===== src/rtl/reorder_buffer.sv =====
// 8-entry circular reorder buffer: tail allocation, CDB capture, same-cycle CDB-bypassed lookups, in-order retire.
// Commit is registered (one cycle after the head becomes ready); rob_full stalls the decoder and dec_en is ignored while full.
module reorder_buffer #(
  parameter int IDX_W  = 3,
  parameter int TAG_W  = 4,
  parameter int DATA_W = 32,
  parameter int REG_W  = 5
) (
  input  logic              clk,
  input  logic              rst,
  input  logic              flush,
  input  logic              dec_en,
  input  logic [REG_W-1:0]  dec_rd,
  output logic [IDX_W-1:0]  rob_tail,
  output logic              rob_full,
  output logic              rob_empty,
  input  logic [TAG_W-1:0]  tag_check1,
  input  logic [TAG_W-1:0]  tag_check2,
  input  logic [TAG_W-1:0]  tag_checkd,
  output logic              tag1_ready,
  output logic              tag2_ready,
  output logic              tagd_ready,
  output logic [DATA_W-1:0] rob_data1,
  output logic [DATA_W-1:0] rob_data2,
  output logic [DATA_W-1:0] rob_datad,
  input  logic              cdb_valid,
  input  logic [TAG_W-1:0]  cdb_tag,
  input  logic [DATA_W-1:0] cdb_data,
  output logic              commit_en,
  output logic [REG_W-1:0]  commit_reg,
  output logic [DATA_W-1:0] commit_data,
  output logic [TAG_W-1:0]  commit_tag
);

  localparam int DEPTH = 1 << IDX_W;
  localparam logic [IDX_W:0]   CNT_ONE = 1;
  localparam logic [IDX_W-1:0] IDX_ONE = 1;

  logic [DEPTH-1:0]  valid_q, valid_d;
  logic [DEPTH-1:0]  ready_q, ready_d;
  logic [REG_W-1:0]  rd_q   [DEPTH];
  logic [REG_W-1:0]  rd_d   [DEPTH];
  logic [DATA_W-1:0] data_q [DEPTH];
  logic [DATA_W-1:0] data_d [DEPTH];
  logic [IDX_W-1:0]  head_q, head_d;
  logic [IDX_W-1:0]  tail_q, tail_d;
  logic [IDX_W:0]    count_q, count_d;
  logic              commit_en_q, commit_en_d;
  logic [REG_W-1:0]  commit_reg_q, commit_reg_d;
  logic [DATA_W-1:0] commit_data_q, commit_data_d;
  logic [TAG_W-1:0]  commit_tag_q, commit_tag_d;

  logic              alloc;
  logic              retire;
  logic              cdb_hit;
  logic [IDX_W-1:0]  cdb_idx;

  // Count never exceeds DEPTH, so its MSB alone means full.
  assign rob_full  = count_q[IDX_W];
  assign rob_empty = (count_q == '0);
  assign rob_tail  = tail_q;

  assign cdb_idx = cdb_tag[IDX_W-1:0];
  assign alloc   = dec_en && !rob_full;
  assign retire  = valid_q[head_q] && ready_q[head_q];
  assign cdb_hit = cdb_valid && !cdb_tag[TAG_W-1] && valid_q[cdb_idx];

  // Lookup result packed as {ready, data}; a same-cycle CDB broadcast wins over stored data.
  function automatic logic [DATA_W:0] lookup(input logic [TAG_W-1:0] t);
    logic [IDX_W-1:0] i;
    logic [DATA_W:0]  r;
    i = t[IDX_W-1:0];
    r = '0;
    if (!t[TAG_W-1]) begin
      if (cdb_valid && (cdb_tag == t)) begin
        r = {1'b1, cdb_data};
      end else if (ready_q[i]) begin
        r = {1'b1, data_q[i]};
      end
    end
    return r;
  endfunction

  assign {tag1_ready, rob_data1} = lookup(tag_check1);
  assign {tag2_ready, rob_data2} = lookup(tag_check2);
  assign {tagd_ready, rob_datad} = lookup(tag_checkd);

  always_comb begin
    valid_d       = valid_q;
    ready_d       = ready_q;
    rd_d          = rd_q;
    data_d        = data_q;
    head_d        = head_q;
    tail_d        = tail_q;
    count_d       = count_q;
    commit_en_d   = 1'b0;
    commit_reg_d  = commit_reg_q;
    commit_data_d = commit_data_q;
    commit_tag_d  = commit_tag_q;

    if (flush) begin
      valid_d = '0;
      ready_d = '0;
      head_d  = '0;
      tail_d  = '0;
      count_d = '0;
    end else begin
      if (cdb_hit) begin
        ready_d[cdb_idx] = 1'b1;
        data_d[cdb_idx]  = cdb_data;
      end
      // Retire uses the pre-edge ready bit, so a CDB write is visible to commit one edge later.
      if (retire) begin
        valid_d[head_q] = 1'b0;
        ready_d[head_q] = 1'b0;
        data_d[head_q]  = '0;
        head_d          = head_q + IDX_ONE;
        commit_en_d     = (rd_q[head_q] != '0);
        commit_reg_d    = rd_q[head_q];
        commit_data_d   = data_q[head_q];
        commit_tag_d    = {1'b0, head_q};
      end
      if (alloc) begin
        valid_d[tail_q] = 1'b1;
        ready_d[tail_q] = 1'b0;
        rd_d[tail_q]    = dec_rd;
        data_d[tail_q]  = '0;
        tail_d          = tail_q + IDX_ONE;
      end
      case ({alloc, retire})
        2'b10:   count_d = count_q + CNT_ONE;
        2'b01:   count_d = count_q - CNT_ONE;
        default: count_d = count_q;
      endcase
    end
  end

  always_ff @(posedge clk or negedge rst) begin
    if (!rst) begin
      valid_q       <= '0;
      ready_q       <= '0;
      for (int i = 0; i < DEPTH; i++) begin
        rd_q[i]   <= '0;
        data_q[i] <= '0;
      end
      head_q        <= '0;
      tail_q        <= '0;
      count_q       <= '0;
      commit_en_q   <= 1'b0;
      commit_reg_q  <= '0;
      commit_data_q <= '0;
      commit_tag_q  <= '0;
    end else begin
      valid_q       <= valid_d;
      ready_q       <= ready_d;
      rd_q          <= rd_d;
      data_q        <= data_d;
      head_q        <= head_d;
      tail_q        <= tail_d;
      count_q       <= count_d;
      commit_en_q   <= commit_en_d;
      commit_reg_q  <= commit_reg_d;
      commit_data_q <= commit_data_d;
      commit_tag_q  <= commit_tag_d;
    end
  end

  assign commit_en   = commit_en_q;
  assign commit_reg  = commit_reg_q;
  assign commit_data = commit_data_q;
  assign commit_tag  = commit_tag_q;

endmodule


===== config.mk =====
export PLATFORM = sky130hd
export DESIGN_NAME = reorder_buffer
export DESIGN_NICKNAME = d
export VERILOG_FILES = /design/src/rtl/reorder_buffer.sv
export SDC_FILE = /design/constraint.sdc
export NUM_CORES = 1
export LEC_CHECK = 0
export CORE_MARGIN = 1.5
export CORE_UTILIZATION = 52
export CTS_CLUSTER_DIAMETER = 80
export CTS_CLUSTER_SIZE = 25
export DETAILED_ROUTE_END_ITERATION = 8
export GPL_TIMING_DRIVEN = 0
export PLACE_DENSITY = 0.7
export SYNTH_ARGS = -nofsm -noshare
export SYNTH_HDL_FRONTEND = slang
export SYNTH_SLANG_ARGS = --single-unit

===== constraint.sdc =====
create_clock -name clk -period 6.5 [get_ports clk]
set_input_delay 1.3 -clock clk [delete_from_list [all_inputs] [get_ports clk]]
set_output_delay 1.3 -clock clk [all_outputs]
set_load 0.03 [all_outputs]

# == After elaboration in Yosys (flattened, before gate mapping) ==
# Index checks and enable logic that the tools add are counted.
# op_classes
eq_ne,5
order_cmp,18
muxes,75
add_sub_neg,4
n_bitwise,18
n_reduce_logical,22
# ops
op,count
2-to-1 mux 256 bit,5
AND 256 bit,2
NOT 256 bit,2
binary-select mux 32 bit (select 3 bit),4
2-to-1 mux 32 bit,11
2-to-1 mux 33 bit,9
demux 32 bit (select 3 bit),3
bitwise mux 256 bit,1
2-to-1 mux 8 bit,10
bitwise mux 40 bit,1
AND 8 bit,3
greater-or-equal comparator 4 bit (second input constant),6
< comparator 3 x 4 -> 1 bit (second input constant),6
NOT 3 -> 4 bit,6
binary-select mux 1 bit (select 3 bit),6
NOT 8 bit,2
bitwise OR 8 bit,2
binary-select mux 5 bit (select 3 bit),1
demux 5 bit (select 3 bit),1
2-to-1 mux 5 bit,3
logical AND 1 bit,13
equality test 4 bit,3
< comparator 4 x 1 -> 1 bit (second input constant),3
2-to-1 mux 3 bit,4
17 further kinds,35
# totals
out_inout_bits,146
elab_cells,167
regBits,363
in_bits,58

# == Longest topological paths before layout ==
# Gate-level depths: netlist of run 1.
# depth
ltp_word,13
depth_mapped,13
mapped_depth_nobuf,10

# == Least setup slack after synthesis of run 1 ==
# OpenSTA, ideal clock, no wires.
# synth_timing
path_kind,input to output
start,input port tag_check1[0]
end,output port rob_data1[10]
slack_ns,1.900
arrival_ns,3.300
stages,8
path_buffers,4
required_ns,5.200
cell_sequence,clkbuf_1 > buf_2 > xnor2_1 > nand3_1 > clkbuf_1 > clkbuf_1 > nor2_1 > a211oi_1
# synth_via
elab_chain_cells,7
elab_cells_between_ends,11
classes_between,eq/ne (1); mux (8); bitwise (1); reduce/logical (1)
# synth_lines
item,line_no,source
from (decl),17,"input logic [TAG_W-1:0] tag_check1,"
NOT 3 -> 4 bit (not written as such),78,"r = {1'b1, data_q[i]};"
binary-select mux 32 bit (select 3 bit),78,
2-to-1 mux 32 bit (not written as such) (2 in a row),78,
2-to-1 mux 33 bit,77,end else if (ready_q[i]) begin
2-to-1 mux 33 bit (*),75,if (cdb_valid && (cdb_tag == t)) begin
2-to-1 mux 33 bit (*),74,if (!t[TAG_W-1]) begin
to (decl),23,"output logic [DATA_W-1:0] rob_data1,"
# Every way passes the cells marked *; elsewhere a longest branch is shown, timed or not. The select of a mux whose other input is x is not followed.

# == Final worst setup path of run 1 ==
# layout_timing
start,input port tag_check2[2]
end,output port rob_data2[31]
# layout_via
elab_chain_cells,7
elab_cells_between_ends,11
classes_between,eq/ne (1); mux (8); bitwise (1); reduce/logical (1)
# layout_lines
item,line_no,source
from (decl),18,"input logic [TAG_W-1:0] tag_check2,"
NOT 3 -> 4 bit (not written as such),78,
binary-select mux 32 bit (select 3 bit),78,
2-to-1 mux 32 bit (not written as such) (2 in a row),78,
2-to-1 mux 33 bit,77,
2-to-1 mux 33 bit (*),75,
2-to-1 mux 33 bit (*),74,
to (decl),24,"output logic [DATA_W-1:0] rob_data2,"
# Marks and branches as above.

==> results of run 1 <==
path summary, 6_finish.rpt:
check	to	from	slack, ns	depth (start not counted)
max	rob_data2[31]	tag_check2[2]	-0.14	7
min	commit_data[16]	commit_data[16]	0.48	1
max reg2reg	commit_data[30]	head_q[1]	1.86	8
min reg2reg	commit_data[16]	commit_data[16]	0.48	1
max in group asynchronous	rd_q[16]	rst	4.72	2
min in group asynchronous	commit_data[12]	rst	0.73	1
cell type report:
cell class | instances | share of cell area [%]
multi-input cells | 1233 | 47.8
flip-flops and latches | 363 | 34.3
repair buffers | 200 | 7.79
plain buffers | 222 | 3.90
well taps | 585 | 2.77
clock buffers | 25 | 2.28
clock inverters | 18 | 0.908
inverters | 13 | 0.184
diodes | 3 | 0.0284
synthesized netlist by cell type (all sizes together) (13+ instances only):
library cell,instances
mux2i,105
a211oi,96
inv,13
mux4,200
clkbuf,113
a21oi,13
mux2,45
dfrtp,363
o21ai,26
a31oi,37
nor2,127
nand2,30
a22oi,69
nor3,19
buf,109
a221oi,38
a22o,290
nand3,13
a21o,37
cells by family after synthesis:
kind of cell    Yosys count
xor+xnor                 14
mux                     350
compound gates          639
other cells               1
buf+inv                 235
flops                   363
fa+ha+maj                 4
simple gates            225
what timing repair did:
action	4_1_cts	5_1_grt
setup endpoints to repair	10	28
pin swaps	0	0
hold buffers	0	0
gates resized for setup	11	22
hold endpoints to repair	0	0
layer usage:
metal | GRT usage (%) | up-vias
li1 | - | 7911
met1 | 55.8 | 10333
met2 | 63.4 | 2114
met3 | 19.6 | 535
met4 | 28.5 | 4
met5 | 0 | -
worst reg2reg max path, cell delays in order, from the launching register on:
cell and delay (ns):
dfrtp_1 0.45, buf_4 0.24, inv_2 0.18, nor3_2 0.80
clkbuf_1 1.06, buf_1 1.00, a22oi_1 0.22, a31oi_1 0.48
a21o_1 0.14
power groups by stage:
stage	Sequential [mW]	Clock (mW)	Combinational, mW
after floorplan	2.41	0	0.336
after global placement	2.43	0	0.570
after detailed placement	2.43	0	0.585
after CTS	2.39	1.75	0.587
after global routing	2.40	1.83	0.628
final	2.39	1.77	0.605
through the flow:
step,hold WS [ns],setup WS [ns],TNS (ns)
after floorplan,0.458,1.90,0
after global routing,0.495,-0.0568,-0.0970
final,0.482,-0.140,-0.461
after detailed placement,0.465,-0.246,-0.847
after global placement,0.459,-12.04,-4344.11
after CTS,0.485,0.00306,0
==> metrics, run 1 <==
Residual DRC=0; initial antenna violation count=2; vias in the first global route=just over 20000; gpl congestion=1.00; ys async rst share=100%; die height=212 µm; ANT nets after route=0; Pwr per Cell Area=180 nW/µm²; top sig layer=met5; max reg flops=approximately 260; share of the synthesized area in the top cell type=39.9%; synthesis-to-layout area growth=16.4%; Critical Path End Type=output port; fraction of layout cells with a size suffix above 1=20.9%; status=finished, violations left; Internal Power=~3.3 mW; starting density of the core=between 50% and 60%; main area contributors after synthesis=dfrtp_1, mux4_2, a22o_1, mux2i_1, a211oi_1; clock skew=around 0.021 ns; drt via density=~8; critical path class=in -> out; Setup Buffers After CTS=0; number of fill cells=~3500; distinct cell type count after synthesis=between 60 and 70; die area=45000 µm²; cell family with most CP delay=buffers and inverters; crit start category=input pin; Top reg by flops=data_q; I/O pin cnt=204; die width=about 210 µm; max cap viols=1; sequential element share of the synthesized area=between 30% and 40%; critical path arrival=around 5.3 ns; initial DRC count=approximately 3600; switching pwr=1.43 mW; sw frac=~30%; unrepaired setup endpoints after global routing=true; Worst-Skew Late Latency=between 0.6 and 0.7 ns; via count=20897; CORE AREA=between 40000 and 50000 µm²; Total GRT Usage=~45%; failing checks=capacitance limit, setup timing; slew margin rel.=0.453%; Crit path required time=5.20 ns; Worst-path clk slew=~0.09 ns; first-pass GRT wire length=about 140 mm; period utilisation layout=102%; largest area contributor in the netlist=dfrtp_1; Final Hold Vio Count=0; Final Power=4.77 mW; Routed WL=around 100 mm; final setup fails=8; grt ovf=0; top_reg_cell synth=dfrtp_1; syn_nets=1893; met2 wire len=about 42 mm; Worst Tran Pin Value=between 1 and 1.5 ns; commonest non-fill, non-tap cell in the layout=dfrtp_1; Cell Count Post-Placement=roughly 2600; clock sinks=363; LEAKAGE=between 10 and 15 nW; Compound-Gate Fraction of Synth Area=a little under a quarter; largest family of logic cells by synthesized area=multiplexers; FF/Latch Area=9080 µm²; routed len/inst=roughly 38 µm; sequential power share=about 50%; max-slew violation count=0; Clock power frac=a little under two fifths; routed wl met3=~16 mm; total CTS buffers=24; CP max FO=10; largest net degree at the start of global routing=~100; nets@finish=roughly 2100; final core occ=61.4%; count of flip-flops with a built-in enable after synthesis=0; input/output buffers=just under 200; Mean Syn Cell Area=between 10 and 15 µm²; VDD IR-drop max=around 0.22 mV; Achievable Freq=~150 MHz; post-synthesis mux area share=roughly a quarter; Post-Syn Area=approximately 23000 µm²; CTS tree=built; DP HPWL=66.8 mm; xor/xnor share of the synthesized area=less than 1%; Synth Area in Simple Gates=under 10%; Post-Synthesis Cells=1831; post-synthesis register bit count=between 300 and 400; post-layout min period=around 6.6 ns; metal1 wirelength=~34 mm; drt first pass iters=5; Buf/Inv on CP=4; Post-Place Cell Area=around 26000 µm²; fin cells=between 2000 and 3000; HP Class=reg -> reg; Synth Area in Adders=less than 1%; Max H-tree Level=1; clk root buf=clkbuf_16; most frequent cells in the layout=dfrtp_1, a22o_1, mux4_2; CP max-delay cell=buf_1; cell area after layout=around 26000 µm²; Max stage delay on crit path=~0.87 ns; Comb power frac=between 10 and 15%; Multi-input gate area=~13000 µm²; crit-path cells=clkdlybuf4s50_1 -> buf_1 -> buf_1 -> mux4_2 -> mux2i_1 -> a211oi_1 -> clkdlybuf4s50_1; Ys Warns=0; Bufs on Longest Clock Path=3; row count=76; Worst Setup Slack, final=-0.140 ns
No activity file was read; power rests on OpenSTA's default activity.
==> inputs of run 2 (changes only) <==
CORE_ASPECT_RATIO = 1.4   (was unset)
SKIP_CTS_REPAIR_TIMING = 1   (was unset)
==> metrics, run 2 (synthesis results as in run 1) <==
gpl congestion=0.992 (was 1.00); initial antenna violation count=3 (was 2); grt ovf=0 (unchanged); most frequent cells in the layout=dfrtp_1, a22o_1, mux4_2 (unchanged); clock sinks=363 (unchanged); Worst Hold Launch=commit_data[14] (was commit_data[16]); CP max FO=10 (unchanged); Top reg by flops=data_q (unchanged); synthesis-to-layout area growth=15.5% (was 16.4%); Worst Tran Pin Value=1.60 ns (was 1.49 ns); slew margin rel.=-7.43% (was 0.453%); Max H-tree Level=1 (unchanged); initial DRC count=3078 (was 3567); drt via density=7.93 (was 7.85); status=finished, violations left (unchanged); commonest non-fill, non-tap cell in the layout=dfrtp_1 (unchanged); vias in the first global route=20551 (was 20128); worst r2r src=head_q[2] (was head_q[1]); clk root buf=clkbuf_16 (unchanged); hold path depth=1 (unchanged); row count=90 (was 76); die height=250 µm (was 212 µm); reg2reg setup slack=1.62 ns (was 1.86 ns); Routed WL=100 mm (about the same); I/O pin cnt=204 (unchanged); Reg2Reg Depth=9 (was 8); Bufs on Longest Clock Path=3 (unchanged); final setup fails=3 (was 8); DP HPWL=66.5 mm (was 66.8 mm); Final Hold Vio Count=0 (unchanged); fraction of layout cells with a size suffix above 1=20.4% (was 20.9%); largest net degree at the start of global routing=116 (was 104); critical path class=in -> out (unchanged); CORE AREA=43100 µm² (about the same); total CTS buffers=20 (was 24); Crit path required time=5.20 ns (about the same); RR Endpoint=commit_data[21] (was commit_data[30]); Critical Path End Type=output port (unchanged); Worst Setup Slack, final=-0.122 ns (was -0.140 ns); max-slew violation count=20 (was 0); VDD IR-drop max=0.233 mV (was 0.216 mV); nets@finish=2117 (was 2119); drt first pass iters=8 (was 5); CTS tree=built (unchanged); die width=180 µm (was 212 µm); setup TNS=-0.151 ns (was -0.461 ns); input/output buffers=195 (unchanged); ANT nets after route=0 (unchanged); HP Class=reg -> reg (unchanged); LEAKAGE=10.8 nW (was 10.9 nW); first-pass GRT wire length=144 mm (was 142 mm); hold path endpoint=commit_data[14] (was commit_data[16]); routed len/inst=38.3 µm (was 37.7 µm); Total GRT Usage=44.2% (was 44.7%); Worst-path clk slew=0.10 ns (was 0.09 ns); number of fill cells=3487 (was 3525); Residual DRC=0 (unchanged); starting density of the core=52.7% (was 52.8%); via count=20734 (was 20897); post-layout min period=6.62 ns (was 6.64 ns); clock skew=0.0262 ns (was 0.0211 ns); Post-Place Cell Area=25500 µm² (was 25600 µm²); period utilisation layout=102% (about the same); crit start category=input pin (unchanged); failing checks=capacitance limit, slew limit, setup timing (was capacitance limit, setup timing); critical path arrival=5.32 ns (was 5.34 ns); cell area after layout=26300 µm² (was 26500 µm²); Achievable Freq=151 MHz (about the same); Pwr per Cell Area=174 nW/µm² (was 180 nW/µm²); die area=45000 µm² (about the same); max reg flops=256 (unchanged); Worst-Skew Late Latency=0.58 ns (was 0.61 ns); max cap viols=2 (was 1)
==> run 2: how the worst max path moves through the flow <==
stage | from | to | slack, ns | cells after the start
floorplan | tag_check1[0] | rob_data1[10] | 1.90 | 8
global placement | rst | commit_data[17] | -11.99 | 1
detailed placement | cdb_tag[1] | rob_datad[2] | -0.38 | 10
CTS | cdb_tag[1] | rob_datad[2] | -0.39 | 10
global route | cdb_tag[1] | rob_datad[2] | -0.03 | 9
finish | cdb_tag[1] | rob_datad[2] | -0.12 | 9
==> run 2: report_power, final <==
group	leakage (nW)	switching, mW	internal [mW]
Clock	0.317	0.879	0.687
Sequential	5.02	0.0659	2.32
Combinational	5.50	0.377	0.233
==> run 2: area by class of cell <==
class	count	area, µm²	area share, %
multi-input combinational	1233	12700	48.2
sequential	363	9080	34.6
timing repair buffer	202	2080	7.94
buffer	222	1040	3.95
tap	552	691	2.63
clock buffer	22	529	2.02
clock inverter	8	133	0.505
inverter	13	48.8	0.186
antenna	1	2.50	0.00953
==> run 2: metal layers <==
| layer | vias up | GRT usage [%] | wire [µm] |
|---|---|---|---|
| met1 | 10410 | 53.0 | 33300 |
| met2 | 1916 | 65.3 | 44000 |
| met4 | 4 | 33.7 | 9130 |
| li1 | 7875 | - | - |
| met3 | 529 | 15.8 | 13800 |
| met5 | - | 0 | 26 |
==> run 2: critical path, cell delays in order <==
cell	delay, ns
clkdlybuf4s50_1	0.60
buf_2	0.33
xor2_1	0.11
nor3_1	0.21
nand3_1	0.12
clkdlybuf4s15_1	0.65
clkbuf_2	0.59
a211oi_1	0.60
clkdlybuf4s50_1	0.79
==> run 2: per-stage QoR <==
step                utilization [%]  std cells  power (mW)  hold slack, ns  setup WS [ns]
finish                         60.9       2616        4.57           0.487         -0.122
global placement               58.9       2578        3.00           0.459         -11.99
CTS                            60.7       2614        4.52           0.488         -0.387
floorplan                         -       1831        2.75           0.458           1.90
global route                   60.9       2615        4.66           0.506        -0.0306
detailed placement             59.2       2584        3.02           0.466         -0.385
